--- src/rtl/mac_dot_scheduler.sv ---
// mac_dot_scheduler
// Feeds one shared FP64 MAC pipeline so that it computes NUM_ACC independent
// dot products of length len_cfg. Input pairs are spread round-robin over
// NUM_ACC accumulator slots. The gap between two issues to the same slot is
// then longer than the MAC's C-to-result latency. Each slot's running sum is
// supplied on mac_c C_DLY cycles after issue, and the MAC result is written
// back RES_DLY cycles after issue. Finished sums are streamed out in slot order.
//
// Optional build macro MAC_SCHED_PERF_EN adds the perf_cycles and perf_stalls
// counter outputs. Without it, those ports and counters do not exist.
//
// Parameter constraints: NUM_ACC must be a power of two and at least 7.
// C_DLY must be at least 1, and RES_DLY must be greater than C_DLY.

module mac_dot_scheduler #(
    parameter int  NUM_ACC = 8,
    parameter int  LEN_W   = 16,
    parameter int  C_DLY   = 4,
    parameter int  RES_DLY = 11,
    localparam int SLOT_W  = $clog2(NUM_ACC)
) (
    input  logic              clk,
    input  logic              rst,
    // job control
    input  logic              start,
    input  logic [LEN_W-1:0]  len_cfg,
    output logic              busy,
    output logic              done,
    // operand stream from the tile fetch logic
    input  logic              in_valid,
    output logic              in_ready,
    input  logic [63:0]       in_a,
    input  logic [63:0]       in_b,
    // shared MAC pipeline
    output logic              mac_valid,
    output logic [63:0]       mac_ta,
    output logic [63:0]       mac_tb,
    output logic [63:0]       mac_c,
    input  logic [63:0]       mac_res,
    input  logic              mac_store_valid,
    input  logic              mac_error,
    // result stream to the writer
    output logic              out_valid,
    input  logic              out_ready,
    output logic [63:0]       out_data,
    output logic [SLOT_W-1:0] out_idx,
`ifdef MAC_SCHED_PERF_EN
    output logic [31:0]       perf_cycles,
    output logic [31:0]       perf_stalls,
`endif
    output logic              err_sticky
);

    // Pair counter: holds up to NUM_ACC * (2**LEN_W - 1) pairs.
    localparam int CNT_W = LEN_W + SLOT_W;
    // In-flight counter: holds at least RES_DLY + 1 outstanding issues.
    localparam int IF_W  = $clog2(RES_DLY + 2) + 1;

    typedef enum logic [1:0] {
        S_IDLE   = 2'd0,
        S_RUN    = 2'd1,
        S_DRAIN  = 2'd2,
        S_OUTPUT = 2'd3
    } state_t;

    state_t state;
    state_t state_next;

    // job bookkeeping
    logic [LEN_W-1:0]  len_q;
    logic [CNT_W-1:0]  acc_cnt;
    logic [CNT_W-1:0]  total_m1;
    logic [SLOT_W-1:0] slot_ptr;
    logic [SLOT_W-1:0] issue_slot;
    logic [SLOT_W-1:0] out_ptr;
    logic [IF_W-1:0]   in_flight;

    // accumulator slot buffer
    logic [63:0]       acc_buf [NUM_ACC];

    // slot tracking for the C-sample and result-write points
    logic              c_vld_sr  [C_DLY];
    logic [SLOT_W-1:0] c_slot_sr [C_DLY];
    logic [SLOT_W-1:0] r_slot_sr [RES_DLY];

    // decoded control
    logic              start_accept;
    logic              accept;
    logic              last_accept;
    logic              out_hs;
    logic              out_last;
    logic              store_write;
    logic              store_spurious;
    logic [SLOT_W-1:0] w_slot;
    logic [SLOT_W-1:0] c_slot;
    logic              c_active;

    assign total_m1       = {len_q, {SLOT_W{1'b0}}} - CNT_W'(1);
    assign store_write    = mac_store_valid && (in_flight != '0);
    assign store_spurious = mac_store_valid && (in_flight == '0);
    assign w_slot         = r_slot_sr[RES_DLY-1];
    assign c_slot         = c_slot_sr[C_DLY-1];
    assign c_active       = c_vld_sr[C_DLY-1];
    assign out_data       = acc_buf[out_ptr];
    assign out_idx        = out_ptr;

    // State register.
    // NOTE: clocked state uses non-blocking (<=) so every flop samples
    // pre-edge values regardless of the order the blocks are evaluated.
    always_ff @(posedge clk or posedge rst) begin
        if (rst) state <= S_IDLE;
        else     state <= state_next;
    end

    // Next-state decode and handshake outputs.
    // NOTE: every signal gets a default at the top so no path leaves one
    // unassigned, which would otherwise infer a latch.
    always_comb begin
        state_next   = state;
        busy         = 1'b1;
        in_ready     = 1'b0;
        out_valid    = 1'b0;
        start_accept = 1'b0;
        accept       = 1'b0;
        last_accept  = 1'b0;
        out_hs       = 1'b0;
        out_last     = 1'b0;
        unique case (state)
            S_IDLE: begin
                busy = 1'b0;
                if (start) begin
                    start_accept = 1'b1;
                    state_next   = (len_cfg == '0) ? S_OUTPUT : S_RUN;
                end
            end
            S_RUN: begin
                in_ready = 1'b1;
                accept   = in_valid;
                if (in_valid && (acc_cnt == total_m1)) begin
                    last_accept = 1'b1;
                    state_next  = S_DRAIN;
                end
            end
            S_DRAIN: begin
                // The registered issue (mac_valid) is not yet in in_flight.
                if ((in_flight == '0) && !mac_valid) state_next = S_OUTPUT;
            end
            S_OUTPUT: begin
                out_valid = 1'b1;
                out_hs    = out_ready;
                if (out_ready && (out_ptr == SLOT_W'(NUM_ACC - 1))) begin
                    out_last   = 1'b1;
                    state_next = S_IDLE;
                end
            end
            default: state_next = S_IDLE;
        endcase
    end

    // Job setup, pair issue, output pointer, done pulse and error flag.
    always_ff @(posedge clk or posedge rst) begin
        if (rst) begin
            len_q      <= '0;
            acc_cnt    <= '0;
            slot_ptr   <= '0;
            issue_slot <= '0;
            out_ptr    <= '0;
            mac_valid  <= 1'b0;
            mac_ta     <= '0;
            mac_tb     <= '0;
            done       <= 1'b0;
            err_sticky <= 1'b0;
        end else begin
            done <= out_last;
            if (start_accept) begin
                len_q    <= len_cfg;
                acc_cnt  <= '0;
                slot_ptr <= '0;
                out_ptr  <= '0;
            end
            if (accept) begin
                mac_valid  <= 1'b1;
                mac_ta     <= in_a;
                mac_tb     <= in_b;
                issue_slot <= slot_ptr;
                slot_ptr   <= slot_ptr + SLOT_W'(1);
                acc_cnt    <= acc_cnt + CNT_W'(1);
            end else begin
                mac_valid <= 1'b0;
            end
            // out_ptr wraps back to 0 on the final handshake.
            if (out_hs) out_ptr <= out_ptr + SLOT_W'(1);
            if (start_accept)                         err_sticky <= 1'b0;
            else if ((busy && mac_error) || store_spurious) err_sticky <= 1'b1;
        end
    end

    // Outstanding MAC operations: +1 on issue, -1 on an accepted store.
    always_ff @(posedge clk or posedge rst) begin
        if (rst) begin
            in_flight <= '0;
        end else if (mac_valid && !store_write) begin
            in_flight <= in_flight + IF_W'(1);
        end else if (!mac_valid && store_write) begin
            in_flight <= in_flight - IF_W'(1);
        end
    end

    // Slot indices ride alongside the MAC pipeline to the C and result points.
    always_ff @(posedge clk or posedge rst) begin
        if (rst) begin
            for (int i = 0; i < C_DLY; i++) begin
                c_vld_sr[i]  <= 1'b0;
                c_slot_sr[i] <= '0;
            end
            for (int i = 0; i < RES_DLY; i++) r_slot_sr[i] <= '0;
        end else begin
            c_vld_sr[0]  <= mac_valid;
            c_slot_sr[0] <= issue_slot;
            for (int i = 1; i < C_DLY; i++) begin
                c_vld_sr[i]  <= c_vld_sr[i-1];
                c_slot_sr[i] <= c_slot_sr[i-1];
            end
            r_slot_sr[0] <= issue_slot;
            for (int i = 1; i < RES_DLY; i++) r_slot_sr[i] <= r_slot_sr[i-1];
        end
    end

    // Slot buffer: cleared at job start, updated by MAC stores.
    // NOTE: the buffer is a small flop array, not a RAM macro, so it takes the
    // async reset. A job that follows an abort then never reads stale sums.
    always_ff @(posedge clk or posedge rst) begin
        if (rst) begin
            for (int i = 0; i < NUM_ACC; i++) acc_buf[i] <= '0;
        end else if (start_accept) begin
            for (int i = 0; i < NUM_ACC; i++) acc_buf[i] <= '0;
        end else if (store_write) begin
            acc_buf[w_slot] <= mac_res;
        end
    end

    // C supply. A store to the same slot in this cycle is forwarded directly.
    always_comb begin
        mac_c = '0;
        if (c_active) begin
            if (store_write && (w_slot == c_slot)) mac_c = mac_res;
            else                                   mac_c = acc_buf[c_slot];
        end
    end

`ifdef MAC_SCHED_PERF_EN
    // Job cycle and input-starvation counters; cleared on start, frozen after done.
    always_ff @(posedge clk or posedge rst) begin
        if (rst) begin
            perf_cycles <= '0;
            perf_stalls <= '0;
        end else if (start_accept) begin
            perf_cycles <= '0;
            perf_stalls <= '0;
        end else if (busy) begin
            perf_cycles <= perf_cycles + 32'd1;
            if (in_ready && !in_valid) perf_stalls <= perf_stalls + 32'd1;
        end
    end
`endif

endmodule

--- config.mk ---
export PLATFORM = sky130hd
export DESIGN_NAME = mac_dot_scheduler
export DESIGN_NICKNAME = d
export VERILOG_FILES = /design/src/rtl/mac_dot_scheduler.sv
export SDC_FILE = /design/constraint.sdc
export NUM_CORES = 2
export LEC_CHECK = 0
export BUFFER_PORTS_ARGS = -buffer_cell sky130_fd_sc_hd__clkbuf_2
export CORE_UTILIZATION = 43
export CTS_BUF_LIST = sky130_fd_sc_hd__clkbuf_8 sky130_fd_sc_hd__clkbuf_16
export CTS_CLUSTER_DIAMETER = 120
export DETAILED_ROUTE_END_ITERATION = 12
export PLACE_DENSITY = 0.69
export SLEW_MARGIN = 20
export SYNTH_ARGS = -nofsm -noshare
export SYNTH_HDL_FRONTEND = slang
export SYNTH_SLANG_ARGS = --single-unit
--- constraint.sdc ---
create_clock -name clk -period 43.3 [get_ports clk]
set_clock_uncertainty 0.15 [all_clocks]
set_input_delay 2.165 -clock clk [delete_from_list [all_inputs] [get_ports clk]]
set_output_delay 2.165 -clock clk [all_outputs]
set_load 0.02 [all_outputs]
; ---- Yosys cells after proc, flatten, opt, wreduce, memory -nomap -nowiden
; Index checks and enable logic that the tools add are counted.
; W data, S select, Z words.
[classes]
bitwise = 3
n_mux = 38
eq_ne = 10
reduce_logical = 23
addsub = 6
magnitude_cmp = 4
[ops]
columns = operator, n
row1 = $mux W512, 2
row2 = $bwmux W512, 1
row3 = $mux W64, 7
row4 = $bmux W64 S3, 2
row5 = $demux W64 S3, 1
row6 = $mux W19, 2
row7 = $add A19 B1 Y19 const B, 1
row8 = $eq A19 B19 Y1, 1
row9 = $sub A19 B1 Y19 const B, 1
row10 = $logic_not A16 Y1, 1
row11 = $ge A4 B4 Y1 const B, 3
row12 = $mux W1, 12
row13 = $not A3 Y4, 3
row14 = $logic_and A1 B1 Y1, 10
row15 = $mux W2, 5
row16 = $mux W5, 2
row17 = $reduce_bool A2 Y1, 5
row18 = $mux W3, 3
row19 = $ne A2 B2 Y1 const B, 4
row20 = $pmux W2 S4, 1
row21 = $add A3 B1 Y3 const B, 2
row22 = $add A5 B1 Y5 const B, 1
row23 = $logic_not A5 Y1, 1
row24 = $reduce_bool A5 Y1, 1
row25 = 10 further kinds, 12
[totals]
input_bits = 215
output_inout_bits = 265
regBits = 731

; ---- Longest topological paths before layout
[depth]
depth_word = 8
ltp_mapped = 11

; ---- Worst setup path before layout
; No wires, ideal clock.
[synth_timing]
path_kind = input to output
startpoint = input port mac_store_valid
endpoint = output port mac_c[10]
path_stages = 6
setup_slack_ps = 37440
path_buffers = 2
arrival_ps = 3545
cell_sequence = nand2_1 or4_1 clkbuf_1 clkbuf_1 nand2_1 o211a_1
[synth_between]
elab_chain_len = 4
[synth_lines]
columns = item, line
row1 = start: declaration, 40  ; input logic mac_store_valid,
row2 = $logic_and A1 B1 Y1, 99  ; assign store_write = mac_store_valid && (in_flight != '0);
row3 = $logic_and A1 B1 Y1, 246  ; if (store_write && (w_slot == c_slot)) mac_c = mac_res;
row4 = $mux W64, 246
row5 = $mux W64, 245  ; if (c_active) begin
row6 = end: declaration, 38  ; output logic [63:0] mac_c,
; Every way passes these cells.

; ---- Worst setup path in the final report
[layout_timing]
startpoint = input port mac_store_valid
endpoint = output port mac_c[59]
; Same word-level chain as after synthesis.

==> results.md <==
* Outcome: finished clean
* Iter 0 DRT Violations at 2744
* Synth warn at 0
* Finish-stage setup viols at 0
* Post-route ant nets at 0
* Post-route cell area at 43250 um^2
* H-tree depth at 3
* Via count at 30.19k
* Die height at 296.6 um
* First-pass GRT wire length at 180800 um
* CP Launch Type: input port
* I/O Pins at 480
* Worst reg-to-reg setup slack at 39560 ps
* Number of antenna violations at the first check in global routing at 4
* Slowest stage delay, CP at 780 ps
* Critical-path cell list: clkbuf_2, nand2_1, or4_4, buf_6, o211a_1, clkbuf_2
* Hold_buf cts at 0
* Total GRT Usage at 26.87%
* CTS Root Cell: clkbuf_16
* Final #Nets at 4276
* Most common cell after layout, fill and taps aside: nand2_1
* Synth cell types at 48
* Vias per cell at 5.744
* CP bufs+invs at 3
* Cells resized by post-CTS repair at 0
* Reg clk slew, reported paths at 60 ps
* Syn Nets at 4026
* Area fraction of the dominant cell type after synthesis at 49.00%
* Worst Setup Path Type: input port to primary output
* Highest Clock Rate at 149.8 MHz
* CP most frequent cell: clkbuf_2
* Avg WL per Cell at 22.39 um
* Top post-synthesis cells by area: dfrtp_1 (49%), mux4_2 (15%), nand2_1 (15%), a21oi_1 (7.0%), clkbuf_1 (3.1%)
* Site Rows at 107
* Crit Reg-Reg Startpoint: state[1]
* Initial Utilization at 43.63%
* Global route overflow at 0
* Synth area leader: dfrtp_1
* First-pass iteration count of the detailed router at 5
* Post-route DRC at 0
* Hold Vio Cnt, Final at 0
* Sink Count at 731
* Total negative slack at 0 ps
* Worst reg2reg path depth at 11
* Syn Area/Cell at 9.834 um^2
* Worst R2R End: acc_cnt[17]
* Cell family with the largest share of critical-path delay: simple AND/OR/NAND/NOR gates
* Die W at 296.6 um
* Placed cell area at 40350 um^2
* Gpl congestion at 0.8374
* Slew HR at 16.16%
* Most frequent cells in the layout: nand2_1 (1513), dfrtp_1 (724), a21oi_1 (520), clkbuf_2 (479), mux4_2 (256)
* WHS Endpoint: r_slot_sr[7]
* Drt total wl at 117700 um
* Period minus WS final at 6677 ps
* Number of enable flip-flop cells after synthesis at 0
* Pleak at 19.91 nW
* Area growth syn-to-layout at 15.87%
* Die area at 87990 um^2
* Skew-Pair Late Insertion Delay at 640 ps
* Fraction of layout cells with a size suffix above 1 at 25.01%
* Min-Delay Path Class: flip-flop to flip-flop
* Clock Path Buffers at 3
* Syn Inst Count at 3796
* Post-DP HPWL at 67840 um
* Top_reg_cell synth: dfrtp_1
* Slew Viols, Final at 0
* Hold_sp: r_slot_sr[10]
* Slowest cell on the critical path: or4_4
* Worst setup EP type: primary output
* CP max FO at 111
* CTS tree: yes
* Hold depth at 0
* Peak supply drop at 0.04063 mV
* IO Port Bufs at 479
* Asr flop ratio synth at 100.0%
* RSZ-0062 raised after global routing: no
* CORE AREA at 85550 um^2
* Sequential area share after synthesis at 49.00%
* Largest net degree at the start of global routing at 215
* Max Cap Violations at 0
* Post-CTS Repair Setup Buffers at 0
* Worst slew pin tran at 1258 ps
* Post-synthesis cell area at 37330 um^2
* Register bit count reported by yosys at 731
* Vias in the first global route at 30.37k
* Fin crit share at 15.42%
* Cts bufs inserted at 82
* Worst EP arrival at 4360 ps
* PwrDens at 70.47 nW/um^2
* Critical Path RT at 40990 ps
stage by stage:
stage	total power [mW]	worst slack (ps)	hold WS (ps)	std cells	utilization [%]
5_1_grt	3.217	36530	178.8	5255	50.56
3_3_place_gp	2.286	36630	181.5	5103	47.10
6_report	3.048	36620	155.0	5255	50.56
4_1_cts	3.064	36470	166.4	5253	50.51
3_5_place_dp	2.319	36540	184.7	5105	47.16
2_1_floorplan	1.908	20480	181.2	3796	-
logic make-up after synthesis:
group	Yosys count	share of synthesized area [%]
buf+inv	371	3.778
compound gates	643	9.754
mux	405	19.71
simple gates	1604	16.56
flops	731	49.00
fa+ha+maj	15	0.5229
xor+xnor	27	0.6704
synthesized netlist by cell type, types with 2 or more instances:
master    count
a21oi_1     520
a21o_1        3
nand2b_1      4
buf_1        48
mux4_2      256
ha_1         14
or4_1         4
or2_2         3
buf_6         2
buf_2         2
and2_1        2
nor4_1        8
o21ai_0      25
nand2_1    1515
nor2_1       24
o211ai_1      6
a32o_1        2
o31ai_1       6
a22o_1        2
dfrtp_1     731
a221o_1       2
o211a_1      66
inv_1        10
xnor2_1      12
nor3_1        9
xor2_1       14
clkbuf_1    308
and3_1        5
nand3_1      11
or4_4         2
o21ai_1       4
nand4_1       9
mux2_2       79
or3_1         5
mux2i_1      70
report_power, final:
part | total (mW) | internal, mW | switching (mW)
Clock | 0.736 | 0.440 | 0.296
Combinational | 1.25 | 0.499 | 0.755
Sequential | 1.06 | 0.882 | 0.176
flip-flops by register name, indices dropped and copies added (netlist names):
name and cells:
state 2, acc_cnt 19, mac_ta 64, done 1, mac_tb 64, mac_valid 1
len_q 16, c_active 1, out_idx 3, acc_buf 512, c_vld_sr 3, issue_slot 3
slot_ptr 3, r_slot_sr 30, in_flight 5, w_slot 3, err_sticky 1
worst max-delay path by stage:
| stage | from | end | slack, ps | cells past startpoint |
|---|---|---|---|---|
| global placement | mac_store_valid | mac_c[58] | 36630 | 6 |
| detailed placement | mac_store_valid | mac_c[55] | 36540 | 7 |
| finish | mac_store_valid | mac_c[59] | 36620 | 6 |
| CTS | r_slot_sr[23] | mac_c[58] | 36470 | 6 |
| global route | r_slot_sr[23] | mac_c[58] | 36530 | 7 |
| floorplan | rst | acc_buf[0] | 20480 | 1 |
layer usage:
layer  up-vias  GRT usage, %  routed length [um]  part of all wire, %
met3       242         5.088                9947                  8.5
li1      13430             -                   -                    -
met4         4         9.316                3629                  3.1
met5         -             0                  21                0.018
met2      1379         45.01               58090                   49
met1     15130         34.95               45970                   39
final cells by class:
class	instances	area [um^2]
multi-input cells	2694	17730
repair buffers	526	2859
fillers	7735	42300
clock buffers	100	2311
diodes	1	2.502
flip-flops and latches	731	18320
inverters	11	51.30
clock inverters	48	551.8
well taps	1144	1431
(Power assumes the default switching activity.)
